### config.mk
export PLATFORM = sky130hd
export DESIGN_NAME = tri_subdivide
export DESIGN_NICKNAME = d
export VERILOG_FILES = /design/src/rtl/tri_subdivide.sv
export SDC_FILE = /design/constraint.sdc
export NUM_CORES = 2
export LEC_CHECK = 0
export ABC_AREA = 1
export CAP_MARGIN = 20
export CORE_MARGIN = 1.5
export CORE_UTILIZATION = 40
export DETAILED_ROUTE_END_ITERATION = 16
export DONT_BUFFER_PORTS = 1
export GPL_TIMING_DRIVEN = 0
export PLACE_DENSITY_LB_ADDON = 0.15
export RECOVER_POWER = 100
export SLEW_MARGIN = 20
export SYNTH_ARGS = -nofsm -noshare
export SYNTH_HDL_FRONTEND = slang
export SYNTH_SLANG_ARGS = --single-unit
### constraint.sdc
create_clock -name clk -period 26.3 [get_ports clk]
set_clock_uncertainty 0.15 [all_clocks]
set_input_delay 7.89 -clock clk [delete_from_list [all_inputs] [get_ports clk]]
set_output_delay 7.89 -clock clk [all_outputs]
set_load 0.1 [all_outputs]
### src/rtl/tri_subdivide.sv
// Depth-first subdivision controller: splits triangles through the external
// combinational bisect stage until every edge spans at most MAX_SPAN in x and y.
module tri_subdivide #(
  parameter int STACK_DEPTH = 8,
  parameter int MAX_SPAN    = 16
) (
  input  logic         clk,
  input  logic         rst,
  input  logic         in_valid,
  output logic         in_ready,
  input  logic [143:0] in_tri,
  output logic [143:0] bis_tri,
  output logic         bis_select,
  input  logic [143:0] bis_result,
  output logic         out_valid,
  input  logic         out_ready,
  output logic [143:0] out_tri,
  output logic         busy,
  output logic         overflow
);

  // Triangle layout, MSB first: p.x p.y p.z q.x q.y q.z r.x r.y r.z
  typedef struct packed {
    logic [15:0] x;
    logic [15:0] y;
    logic [15:0] z;
  } vtx_t;

  typedef struct packed {
    vtx_t p;
    vtx_t q;
    vtx_t r;
  } tri_t;

  typedef enum logic [2:0] {
    IDLE    = 3'd0,
    EVAL    = 3'd1,
    SPLIT_A = 3'd2,
    SPLIT_B = 3'd3,
    EMIT    = 3'd4
  } state_t;

  localparam int              SP_W  = $clog2(STACK_DEPTH + 1);
  localparam int              IDX_W = (STACK_DEPTH > 1) ? $clog2(STACK_DEPTH) : 1;
  localparam logic [16:0]     SPAN  = 17'(MAX_SPAN);
  localparam logic [SP_W-1:0] FULL  = SP_W'(STACK_DEPTH);

  function automatic logic [15:0] abs_diff(input logic [15:0] a, input logic [15:0] b);
    return (a > b) ? (a - b) : (b - a);
  endfunction

  function automatic logic edge_fits(input vtx_t a, input vtx_t b);
    return ({1'b0, abs_diff(a.x, b.x)} <= SPAN) && ({1'b0, abs_diff(a.y, b.y)} <= SPAN);
  endfunction

  function automatic logic is_small(input tri_t t);
    return edge_fits(t.p, t.q) && edge_fits(t.q, t.r) && edge_fits(t.r, t.p);
  endfunction

  state_t          state_q, state_d;
  tri_t            cur_q, cur_d;
  tri_t            half0_q, half0_d;
  logic [SP_W-1:0] sp_q, sp_d;
  logic            ovf_q, ovf_d;
  logic            push;
  tri_t            stack_q [STACK_DEPTH];
  logic [IDX_W-1:0] push_idx, pop_idx;

  assign push_idx = IDX_W'(sp_q);
  assign pop_idx  = IDX_W'(sp_q - SP_W'(1));

  always_comb begin
    state_d = state_q;
    cur_d   = cur_q;
    half0_d = half0_q;
    sp_d    = sp_q;
    ovf_d   = ovf_q;
    push    = 1'b0;
    case (state_q)
      IDLE: begin
        if (in_valid) begin
          cur_d   = in_tri;
          state_d = EVAL;
        end
      end
      EVAL: begin
        if (is_small(cur_q)) begin
          state_d = EMIT;
        end else if (sp_q == FULL) begin
          // No room to defer a half: emit oversized and remember it.
          ovf_d   = 1'b1;
          state_d = EMIT;
        end else begin
          state_d = SPLIT_A;
        end
      end
      SPLIT_A: begin
        half0_d = bis_result;
        state_d = SPLIT_B;
      end
      SPLIT_B: begin
        push    = 1'b1;
        sp_d    = sp_q + SP_W'(1);
        cur_d   = half0_q;
        state_d = EVAL;
      end
      EMIT: begin
        if (out_ready) begin
          if (sp_q == '0) begin
            state_d = IDLE;
          end else begin
            cur_d   = stack_q[pop_idx];
            sp_d    = sp_q - SP_W'(1);
            state_d = EVAL;
          end
        end
      end
      default: state_d = IDLE;
    endcase
  end

  always_ff @(posedge clk) begin
    if (rst) begin
      state_q <= IDLE;
      cur_q   <= '0;
      half0_q <= '0;
      sp_q    <= '0;
      ovf_q   <= 1'b0;
    end else begin
      state_q <= state_d;
      cur_q   <= cur_d;
      half0_q <= half0_d;
      sp_q    <= sp_d;
      ovf_q   <= ovf_d;
    end
  end

  // Stack contents need no reset; sp alone defines what is live.
  always_ff @(posedge clk) begin
    if (push) begin
      stack_q[push_idx] <= bis_result;
    end
  end

  assign in_ready   = (state_q == IDLE);
  assign busy       = (state_q != IDLE);
  assign out_valid  = (state_q == EMIT);
  assign bis_select = (state_q == SPLIT_B);
  assign bis_tri    = cur_q;
  assign out_tri    = cur_q;
  assign overflow   = ovf_q;

endmodule

# [Yosys cells after proc, flatten, opt, wreduce, memory -nomap -nowiden]
# Memory sizes are Yosys's and may differ from the RTL's.
# Index checks and enable logic that the tools add are counted.
[classes] n_addsub=14 order_cmp=12 n_eq_ne=8 muxes=22 bitwise=1 reduce_logical=14
[op_table] operator="$mux W144" count=3
[op_table] operator="$pmux W144 S3" count=1
[op_table] operator="$sub A16 B16 Y16" count=12
[op_table] operator="$gt A16 B16 Y1" count=6
[op_table] operator="$le A16 B5 Y1 const B" count=6
[op_table] operator="$mux W16" count=6
[op_table] operator="$pmux W3 S5" count=1
[op_table] operator="$mux W3" count=4
[op_table] operator="$mux W4" count=2
[op_table] operator="$pmux W4 S2" count=1
[op_table] operator="$eq A3 B2 Y1 const B" count=2
[op_table] operator="$reduce_and A3 Y1" count=2
[op_table] operator="$reduce_bool A3 Y1" count=2
[op_table] operator="$logic_and A1 B1 Y1" count=5
[op_table] operator="$add A4 B1 Y4 const B" count=1
[op_table] operator="$eq A4 B4 Y1 const B" count=1
[op_table] operator="$logic_not A4 Y1" count=1
[op_table] operator="$mux W1" count=4
[op_table] operator="$ne A2 B2 Y1 const B" count=2
[op_table] operator="$reduce_and A4 Y1" count=1
[op_table] operator="$sub A4 B1 Y4 const B" count=1
[op_table] operator="$eq A3 B1 Y1 const B" count=1
[op_table] operator="$eq A3 B3 Y1 const B" count=1
[op_table] operator="$logic_not A3 Y1" count=1
[op_table] operator="4 further kinds" count=4
[totals] regBits=296 mem_bits_rw=1152 out_inout_bits=293 word_cells=93 n_memories=1
[mem_list] memory="stack_q" depth=8 width=144 read_ports=1 rd_clocked_by_memory_dff=0 write_ports=1 line_no="66" text="tri_t stack_q [STACK_DEPTH];"

# [Logic depth before layout (Yosys ltp)]
[depth] word_depth=8 depth_mapped=24 ltp_nobuf=24

# [Worst setup path before layout]
# Ideal clock, no wire load.
[synth_timing] path_type="reg-to-reg" from="register sp_q[0]" to="memory stack_q[7][0] in the netlist's numbering, enable pin" arrival_ns=14.816 t_required_ns=25.151 slack_ns=10.335 path_stages_with_launch=7 n_path_buf=4 path_cell_list="dfxtp_1 buf_2 inv_2 clkbuf_1 clkbuf_1 buf_1 nor4_1"
[synth_lines] element="start: declaration" line_no="63" text="logic [SP_W-1:0] sp_q, sp_d;"
[synth_lines] element="start signal: assignment" line_no="133" text="sp_q <= sp_d;"
[synth_lines] element="end: declaration" line_no="66"
# Straight into the memory's write port.

# [Final worst setup path]
[layout_timing] from="register state_q[2]" to="output port out_valid"
[layout_between] elab_chain_cells=1
[layout_lines] element="start: declaration" line_no="60" text="state_t state_q, state_d;"
[layout_lines] element="start signal: assignment" line_no="130" text="state_q <= state_d;"
[layout_lines] element="$eq A3 B3 Y1" line_no="147" text="assign out_valid = (state_q == EMIT);"
[layout_lines] element="end: declaration" line_no="15" text="output logic out_valid,"
# No other way between the ends.

==> results.yml <==
timing:
  fmax_mhz: 85.2
  fin_crit_sh_pct: 44.6
  timing.setup.tns_ns: 0
  hold-worst-slack_ns: 0.305
  maxSlewViolCount: 164
  slew_headroom_pct: -15.6
  setup_violations: 0
  grt_setup_unrepaired: "false"
  finalHoldViolCount: 0
  worst_pin_slew_ns: 1.73
  finalWorstPathRequiredPeriod_ns: 11.74
  post-route-worst-setup-slack_ns: 14.56
place:
  dp_slack_ns: 15.15
  gp_congestion: 0.961
  dp.cells: 9451
  numPortBuffers: 0
  hpwl_mm: 214
pwr:
  ir_worst_vdd_mv: 0.0886
  power_leakage_uw: 0.0283
  cell_internal_pwr_uw: 4570
  power.switching_fraction_pct: 43.9
  pwr_density_cell_nw_per_um2: 106
  power.share.sequential_pct: 37.7
  p_switching_uw: 3580
  clock_power_share_pct: 27.5
  combinational_power_share_pct: 34.7
clock_tree:
  tritoncts.num_buffers: 159
  clk_root_buffer_cell: "sky130_fd_sc_hd__clkbuf_16"
  clkSlewWorstSetupHoldPaths_ns: 0.06
  post_cts_hold_buffer_count: 0
  post-cts-setup-buffers: 0
  insertion_delay_to_the_later_sink_of_the_worst_skew_pair_ns: 0.83
  cts_resized: 0
  htree_levels: 4
  cts_tree: "built"
  clock_sinks: 1448
  max-clock-path-buffers: 3
route:
  drt-vias-per-instance: 5.63
  drc_violations: 0
  vias: 55134
  initialDrtViolationCount: 5267
  antenna_violating_nets_post_route: 0
  dr.pass1.iters: 10
  routed_wirelength_mm: 277
  wl_per_cell_um: 28.3
layout:
  drive_gt1_share_pct: 4.83
  finalNetCount: 7881
  post_layout_nonfiller_instances: 9786
  final_util_pct: 45.4
  layout_area_growth_over_synthesis_pct: 12.3
critical_path:
  crit_path_start_kind: "flip-flop"
  worstPathBufferInverterCount: 4
  timing.setup.critical_path_class: "flip-flop to output pin"
  critPathTopFamily: "buffers and inverters"
  critPathArrivalTime_ns: 3.70
  slowest_stage: "sky130_fd_sc_hd__nor3_1"
  crit_chain: "inv_1 > nor3_1 > clkbuf_1 > clkbuf_2 > buf_12"
  worst-path-max-fanout: 10
  worst-endpoint-required_ns: 18.26
  critical_path.endpoint_type: "output pin"
  worst_path_largest_cell_delay_ns: 1.14
die:
  die_width_um: 417
  die-area_sq_um: 174000
  starting_density_pct: 40.4
  die_y_um: 417
  fp-row-count: 151
  design.core.area_sq_um: 170000
  io-pin-count: 585
logic_synthesis:
  yosys.cell_count.top_type: "sky130_fd_sc_hd__nand2_1"
  synthesis.instances: 7064
  syn_nets: 7544
  yosysWarningCount: 0
  post-synth-top-area-fraction_pct: 50.4
  mappedNetlistArea_sq_um: 68600
  largest_area_contributor_in_the_synthesized_netlist: "sky130_fd_sc_hd__edfxtp_1"
  asyncSetResetFlopFracSynth_pct: 0
  synth_edf_count: 1152
  synth-main-ff-cell: "sky130_fd_sc_hd__edfxtp_1"
  flop_and_latch_count_out_of_synthesis: 1448
  yosysUniqueCellTypes: 51
  avgSynthCellArea_sq_um: 9.71
  synthTopCellsByCount: "1162 x sky130_fd_sc_hd__nand2_1, 1152 x sky130_fd_sc_hd__edfxtp_1, 831 x sky130_fd_sc_hd__nor2_1"
  synth_top_cells_by_area: "sky130_fd_sc_hd__edfxtp_1 50%, sky130_fd_sc_hd__dfxtp_1 8.6%, sky130_fd_sc_hd__nand2_1 6.4%"
  seq_area_frac_synth_pct: 59.1
global_route:
  antenna_found_initial: 54
  groute.usage.overall_pct: 31.1
  overflow: 0
  grt_pass1_wl_mm: 386
  grt_start_max_net_pins: 23
  via_count_of_the_first_global_routing_pass: 52763
status:
  status: "finished, violations left"
  failing_checks: "max-capacitance violations, max-slew violations"
min_path:
  min-delay-path-class: "flip-flop to flip-flop"
flow_run:
  max_cap_viol_count: 14
routing by layer:
layer	global-route usage, %	vias up	part of all wire [%]	wire [um]
met4	13.7	30	4.9	13700
met2	52.8	2333	48	134000
met5	0	-	0.078	215
met1	37.4	26896	39	107000
li1	-	25351	-	-
met3	7.27	524	8.0	22200
through the flow:
step                power, uW  area, sq um
detailed placement       5980        73600
CTS                      8200        78800
global route             8510        77000
floorplan                5070        68600
finish                   8150        77000
global placement         5950        71400
worst reg2reg max path, delay by kind of cell (launching register included):
| family | cells | cell delay [ns] |
|---|---|---|
| buf+inv | 9 | 7.35 |
| simple gates | 2 | 1.52 |
| flops | 1 | 0.33 |
registers in the layout (all words and copies together), names as in the netlist:
name,count
bis_tri,144
stack_q,1152
state_q,3
sp_q,4
half0_q,144
overflow,1
kinds of logic (layout without fill, tap and decap cells):
logic type	after synthesis	in the layout	share of synthesized area [%]
adders and majority gates	188	188	3.43
buffers and inverters	1114	1588	7.02
other	0	30	0
and+or+nand+nor	2515	2515	15.1
DFF	1448	1448	59.1
AOI/OAI and AO/OA	1755	1755	14.8
xor gates and xnor gates	44	44	0.562
worst paths after layout:
check	endpoint	slack, ns	from	cells past startpoint
setup / recovery	out_valid	14.56	state_q[2]	5
hold / removal	half0_q[108]	0.30	half0_q[108]	2
setup reg to reg	stack_q[0][71]	16.55	sp_q[0]	11
hold reg to reg	half0_q[108]	0.30	half0_q[108]	2
power by group through the flow:
stage / Sequential (uW) / Clock, uW / Combinational (uW)
6_report: 3070 / 2240 / 2830
3_5_place_dp: 3140 / 0 / 2840
5_1_grt: 3080 / 2340 / 3080
2_1_floorplan: 3050 / 0 / 2020
4_1_cts: 3090 / 2250 / 2850
3_3_place_gp: 3140 / 0 / 2810
final cells by class:
cell class | count | area (sq um)
Fill cell | 16537 | 92800
Clock inverter | 61 | 628
Multi-Input combinational cell | 4502 | 23400
Antenna cell | 30 | 75.1
Timing Repair Buffer | 176 | 818
Clock buffer | 237 | 4550
Inverter | 574 | 2150
Tap cell | 2218 | 2780
Sequential cell | 1448 | 40500
Buffer | 540 | 2130
layout by cell type, fill, tap and decap left out, types with 17 or more instances in the layout:
master	n
sky130_fd_sc_hd__nor3_1	74
sky130_fd_sc_hd__o22ai_1	285
sky130_fd_sc_hd__a311oi_1	30
sky130_fd_sc_hd__o21ai_0	772
sky130_fd_sc_hd__xor2_1	40
sky130_fd_sc_hd__buf_1	20
sky130_fd_sc_hd__o211ai_1	113
sky130_fd_sc_hd__nand2_2	17
sky130_fd_sc_hd__clkinv_2	18
sky130_fd_sc_hd__clkbuf_1	684
sky130_fd_sc_hd__nor2_1	831
sky130_fd_sc_hd__clkbuf_8	19
sky130_fd_sc_hd__clkbuf_2	20
sky130_fd_sc_hd__nand4_1	57
sky130_fd_sc_hd__ha_1	188
sky130_fd_sc_hd__o21bai_1	17
sky130_fd_sc_hd__a21oi_1	295
sky130_fd_sc_hd__buf_2	29
sky130_fd_sc_hd__diode_2	30
sky130_fd_sc_hd__dfxtp_1	296
sky130_fd_sc_hd__nand2_1	1162
sky130_fd_sc_hd__nand3_1	341
sky130_fd_sc_hd__a211oi_1	190
sky130_fd_sc_hd__clkinv_1	20
sky130_fd_sc_hd__inv_1	559
sky130_fd_sc_hd__edfxtp_1	1152
sky130_fd_sc_hd__clkbuf_16	163
(Power assumes the default switching activity.)
